$ cat src/rtl/scan_gen.sv
// scan_gen: pixel-strobe divider and raster walker feeding metaball, with
// sync/de outputs delayed PIPE_LAT strobes to line up with the metaball stream.
module scan_gen #(
   parameter int H_ACTIVE = 640,
   parameter int H_FP     = 16,
   parameter int H_SYNC   = 96,
   parameter int H_BP     = 48,
   parameter int V_ACTIVE = 480,
   parameter int V_FP     = 10,
   parameter int V_SYNC   = 2,
   parameter int V_BP     = 33,
   parameter int PX_DIV   = 4,
   parameter int MOV_DIV  = 1,
   parameter int PIPE_LAT = 2,
   parameter bit SYNC_POL = 1'b0
) (
   input  logic       clk,
   input  logic       rst,
   output logic       px_stb,
   output logic [9:0] p_x,
   output logic [9:0] p_y,
   output logic       active,
   output logic       mov_en,
   output logic       hsync,
   output logic       vsync,
   output logic       de
);
   localparam int H_TOTAL = H_ACTIVE + H_FP + H_SYNC + H_BP;
   localparam int V_TOTAL = V_ACTIVE + V_FP + V_SYNC + V_BP;
   localparam int DW = PX_DIV > 1 ? $clog2(PX_DIV) : 1;
   localparam int FW = MOV_DIV > 1 ? $clog2(MOV_DIV) : 1;
   localparam logic [2:0] IDLE = {~SYNC_POL, ~SYNC_POL, 1'b0};

   logic [DW-1:0] div_cnt_q, div_cnt_d;
   logic [FW-1:0] frame_cnt_q, frame_cnt_d;
   logic [9:0]    p_x_q, p_x_d, p_y_q, p_y_d;
   logic          px_stb_q, px_stb_d;
   logic          last_px, cand, hs_raw, vs_raw;
   logic [2:0]    raw;

   always_comb begin
      div_cnt_d   = (div_cnt_q == DW'(PX_DIV - 1)) ? '0 : div_cnt_q + 1'b1;
      px_stb_d    = div_cnt_q == DW'(PX_DIV - 1);
      last_px     = p_x_q == 10'(H_TOTAL - 1);
      cand        = px_stb_q && last_px && p_y_q == 10'(V_ACTIVE - 1);
      p_x_d       = !px_stb_q ? p_x_q : last_px ? '0 : p_x_q + 10'd1;
      p_y_d       = !(px_stb_q && last_px) ? p_y_q :
                    (p_y_q == 10'(V_TOTAL - 1)) ? '0 : p_y_q + 10'd1;
      frame_cnt_d = !cand ? frame_cnt_q :
                    (frame_cnt_q == FW'(MOV_DIV - 1)) ? '0 : frame_cnt_q + 1'b1;
      hs_raw      = (p_x_q >= 10'(H_ACTIVE + H_FP) && p_x_q < 10'(H_ACTIVE + H_FP + H_SYNC))
                    ? SYNC_POL : ~SYNC_POL;
      vs_raw      = (p_y_q >= 10'(V_ACTIVE + V_FP) && p_y_q < 10'(V_ACTIVE + V_FP + V_SYNC))
                    ? SYNC_POL : ~SYNC_POL;
      raw         = {hs_raw, vs_raw, active};
   end

   always_ff @(posedge clk) begin
      if (!rst) begin
         div_cnt_q   <= '0;
         px_stb_q    <= 1'b0;
         p_x_q       <= '0;
         p_y_q       <= '0;
         frame_cnt_q <= '0;
      end else begin
         div_cnt_q   <= div_cnt_d;
         px_stb_q    <= px_stb_d;
         p_x_q       <= p_x_d;
         p_y_q       <= p_y_d;
         frame_cnt_q <= frame_cnt_d;
      end
   end

   assign px_stb = px_stb_q;
   assign p_x    = p_x_q;
   assign p_y    = p_y_q;
   assign active = p_x_q < 10'(H_ACTIVE) && p_y_q < 10'(V_ACTIVE);
   assign mov_en = cand && frame_cnt_q == FW'(MOV_DIV - 1);

   generate
      if (PIPE_LAT == 0) begin : g_nodl
         assign {hsync, vsync, de} = raw;
      end else begin : g_dl
         logic [2:0] dl_q [PIPE_LAT];
         logic [2:0] dl_d [PIPE_LAT];
         always_comb begin
            dl_d[0] = px_stb_q ? raw : dl_q[0];
            for (int i = 1; i < PIPE_LAT; i++)
               dl_d[i] = px_stb_q ? dl_q[i-1] : dl_q[i];
         end
         always_ff @(posedge clk) begin
            if (!rst) begin
               for (int i = 0; i < PIPE_LAT; i++)
                  dl_q[i] <= IDLE;
            end else begin
               dl_q <= dl_d;
            end
         end
         assign {hsync, vsync, de} = dl_q[PIPE_LAT-1];
      end
   endgenerate
endmodule
$ cat config.mk
export PLATFORM = sky130hd
export DESIGN_NAME = scan_gen
export DESIGN_NICKNAME = d
export VERILOG_FILES = /design/src/rtl/scan_gen.sv
export SDC_FILE = /design/constraint.sdc
export NUM_CORES = 1
export LEC_CHECK = 0
export CORE_AREA = 2 2 47 71
export CTS_CLUSTER_SIZE = 20
export DETAILED_ROUTE_END_ITERATION = 10
export DIE_AREA = 0 0 49 73
export PLACE_DENSITY = 0.86
export SYNTH_ARGS = -nofsm -noshare
export SYNTH_HDL_FRONTEND = slang
export SYNTH_SLANG_ARGS = --single-unit
$ cat constraint.sdc
create_clock -name clk -period 1.9 [get_ports clk]
set_input_delay 0.285 -clock clk [delete_from_list [all_inputs] [get_ports clk]]
set_output_delay 0.285 -clock clk [all_outputs]
set_load 0.01 [all_outputs]
# After elaboration in Yosys (flattened, before gate mapping)
# Index checks and enable logic that the tools add are counted.
# totals
regBits,30
word_cells,35
# op_classes
add_sub_neg,4
order_cmp,6
n_eq_ne,4
muxes,5
n_bitwise,2
reduce_logical,7
# ops
op,count
$add A10 B1 Y10 const B,2
$eq A10 B10 Y1 const B,2
$lt A10 B10 Y1 const B,2
$lt A10 B9 Y1 const B,2
$mux W10,2
$eq A10 B9 Y1 const B,1
$ge A10 B10 Y1 const B,1
$ge A10 B9 Y1 const B,1
$logic_and A1 B1 Y1,6
$mux W1,3
$add A2 B1 Y2 const B,1
$eq A2 B2 Y1 const B,1
$not A1 Y1,2
$reduce_or A2 Y1,1
$add A1 B1 Y1 const B,1

# Longest topological paths before layout
# depth
ltp_word,4
mapped_depth,6
ltp_nobuf,5

# Worst setup path before layout
# No wires, ideal clock.
# synth_path
path_kind,reg2reg
start,"register p_y_q[1], in the netlist p_y[1]"
end,"register p_y_q[8], in the netlist p_y[8]"
setup_time_ns,0.071
arrival_time_ns,1.598
setup_slack_ns,0.230
stages_incl_launch_ff,6
n_path_buf,0
period_less_slack_ns,1.670
path_cell_list,dfxtp_1 ha_1 and4b_1 nand4_2 or4_1 a21oi_1
# synth_via
elab_chain_cells,2
word_cells_on_any_way,3
cone_classes,add/sub (1); eq/ne (1); mux (1)
# synth_lines
item,line_no,source
from (decl),36,"logic [9:0] p_x_q, p_x_d, p_y_q, p_y_d;"
from (signal assigned),69,p_y_q <= p_y_d;
$add A10 B1 Y10 or $eq A10 B10 Y1 (tied branches),48,(p_y_q == 10'(V_TOTAL - 1)) ? '0 : p_y_q + 10'd1;
$mux W10 *,48,
# Every way passes the cells marked *; elsewhere a longest branch is shown, timed or not.
# A chain may end at the register's enable or synchronous reset.

# Worst setup path after layout
# layout_path
start,"register p_y_q[5], in the netlist p_y[5]"
end,output active
# layout_via
elab_chain_cells,2
# layout_lines
item,line_no,source
$lt A10 B9 Y1,77,assign active = p_x_q < 10'(H_ACTIVE) && p_y_q < 10'(V_ACTIVE);
$logic_and A1 B1 Y1,77,
to (decl),22,"output logic active,"
# No other way between the ends.

==> flow_summary.toml <==
[yosys]
yosysWarnings = 0
synth_compound_area_share_pct = 9.61
ys.flop_type = "dfxtp_1"
synth-simple-area-share_pct = 31.2
yosys.area.top_type = "dfxtp_1"
synthArstFlopShare_pct = 0
yosysSeqAreaShare_pct = 40.5
synth-adder-area-share_pct = 5.24
ys_ff_latch = 29
synth.distinct_cells = 42
syn-num-nets = 162
synth_xor_area_share_pct = 5.50
synth_cells = 154
synth_mux_area_share_pct = 3.49
synth_edf_count = 0
synth_top_family_by_area = "simple AND/OR/NAND/NOR gates"
synth_top_area_share_pct = 40.5
syn-mean-instance-area_um2 = 9.30
netlist_area_mm2 = 0.00143
synthTopCellsByArea = "dfxtp_1 41%, ha_1 5.2%, xnor2_1 4.3%, mux2i_1 3.5%, nand2_1 3.1%"

[global_routing]
grt_pass1_vias = 1360
grt.met2_usage_pct = 41.9
track_usage_pct = 22.5
grt_pass1_wl_um = 6110
met3_usage_pct = 6.97
use_met1_pct = 22.2
antenna_found_initial = 0
grt-busiest-layer = "met2"
grt_overflow_total = 0
grt_max_degree = 16

[cells_and_area]
diodes = 0
area_growth_pct = 35.8
instances_no_fill = 243
fin_nets = 211
drive_above_1_share_pct = 17.7
layout_commonest_cell = "dfxtp_1"
final_area_mm2 = 0.00195
final_cell_mix = "29 x dfxtp_1, 25 x clkdlybuf4s50_1, 20 x buf_4, 12 x nand2_1, 9 x nor2_1"

[sta]
setup_violations = 0
relSlewSlack_pct = 59.0
fin_crit_sh_pct = 92.1
max_freq_mhz = 572
rsz0062_at_grt = "no"
whs_ns = 0.464
tightest_slew_ns = 0.610
report.final.slew_viol_count = 0
finalHoldViolations = 0
fin_crit_ns = 1.75
fin_tns_setup_ns = 0
skew_ns = 0.00633

[worst_setup_path]
cp.arrival_ns = 1.46
worstSetupStartpointType = "register"
cp-end-kind = "output port"
cp.buffers_inverters = 1
cp_max_fo = 9
critical_path_class = "register to output port"
required_ns = 1.62
crit_family = "simple AND/OR/NAND/NOR gates"
slowest_stage = "dfxtp_1"
cp_cell_sequence = "and4_1 > nor3_1 > dlygate4sd2_1"
cpPeakStageDelay_ns = 0.40
worst_r2r_path_depth = 6
cp.depth = 3

[clock_tree]
postCtsHoldBufs = 0
cts-htree-levels = 2
clk_pin_slew_ns = 0.06
post-cts-setup-buffer-count = 0
clock-sinks = 29
clock_latency_ns = 0.28
cts_tree = "built"
cts_buffer_depth = 2
numCtsBuffers = 5
cts_root_buf = "clkbuf_8"

[floorplan]
die_w_um = 49
die_area_mm2 = 0.00358
die_y_um = 73
rows = 25
io_pins = 28
core-area_mm2 = 0.00303
initial_utilization_pct = 47.2

[routing]
drt-initial-drc-count = 62
vias_per_cell = 5.58
wl_um = 3570
wl_per_cell_um = 14.7
num_vias = 1355
drtPass1Iterations = 4
remaining_drc_errors = 0
postRouteAntennaNets = 0

[power]
vdd.ir_drop.worst_mv = 0.708
leakage_nw = 0.707
powerDensity_mw_per_mm2 = 600

[run_status]
status = "completed"

[min_path]
min_path_cells = 1
hp-class = "register to register"

[placed_design]
gp_congestion = 0.900
dp.cells = 236
hpwl_um = 2750
port_buffers = 27
placed_cell_area_mm2 = 0.00187

[job]
drv_cap = 0
## through the flow
| stage | power [mW] | util [%] | setup WS (ns) |
|---|---|---|---|
| 3_3_place_gp | 0.671 | 61.5 | 0.146 |
| 4_1_cts | 1.18 | 64.2 | 0.0755 |
| 3_5_place_dp | 0.676 | 61.5 | 0.122 |
| 6_report | 1.17 | 64.1 | 0.151 |
| 2_1_floorplan | 0.657 | - | 0.230 |
| 5_1_grt | 1.20 | 64.1 | 0.0436 |
## kinds of logic (layout without fill, tap and decap cells)
| family | after synthesis | after routing |
|---|---|---|
| flops | 29 | 29 |
| simple gates | 70 | 70 |
| xor+xnor | 9 | 9 |
| compound gates | 23 | 23 |
| buf+inv | 12 | 61 |
| mux | 5 | 5 |
| fa+ha+maj | 6 | 6 |
## per-layer routing
layer	part of all wire, %	wire length [um]
met4	2.0	70
met3	4.8	170
met1	38	1370
met2	55	1960
met5	0	0
## flip-flops by register name, summed over array words and instances, names as in the netlist
name       count
de             1
div_cnt_q      2
g_dl.dl_q      3
hsync          1
p_x           10
p_y           10
px_stb         1
vsync          1
## worst register-to-register path: cells and delay by family, from the launching register on
kind / cells / cell delay (ns)
buf+inv: 1 / 0.18
compound gates: 1 / 0.15
simple gates: 3 / 0.80
fa+ha+maj: 1 / 0.17
flops: 1 / 0.35
## path summary, 6_finish.rpt
kind	startpoint	end	slack [ns]
hold / removal	div_cnt_q[0]	div_cnt_q[0]	0.46
setup / recovery	p_y[5]	active	0.15
setup reg to reg	p_y[0]	p_y[8]	0.17
hold reg to reg	div_cnt_q[0]	div_cnt_q[0]	0.46
## power breakdown
| group | leakage, nW | switching (mW) | internal, mW |
|---|---|---|---|
| sequential | 0.234 | 0.00403 | 0.617 |
| clock | 0.0443 | 0.219 | 0.286 |
| combinational | 0.428 | 0.0223 | 0.0191 |
## area by class of cell
type / count / area (um^2)
clock buffers: 7 / 86.3
fillers: 262 / 1090
inverters: 7 / 26.3
multi-input cells: 113 / 788
flip-flops and latches: 29 / 581
well taps: 40 / 50.0
repair buffers: 47 / 414
## repair_timing
item | CTS | global route
hold endpoints to repair | 0 | 0
resized for setup | 2 | 2
gates cloned | 0 | 0
setup endpoints to repair | 2 | 1
## Yosys cell counts, drive strengths merged, types with 2 or more instances
cell type   n
or3         6
and3        3
xnor2       7
and4        2
or4         3
dfxtp      29
xor2        2
o21ai       7
nand4b      2
nor3        4
o31ai       3
buf         3
and2        4
clkbuf      2
nand3       4
nor2b       3
nor3b       2
nand2      12
nor4b       2
nor2        9
inv         7
ha          6
a21boi      2
nand4       9
mux2i       5
a21oi       8
Power figures use the tool's default switching activity.
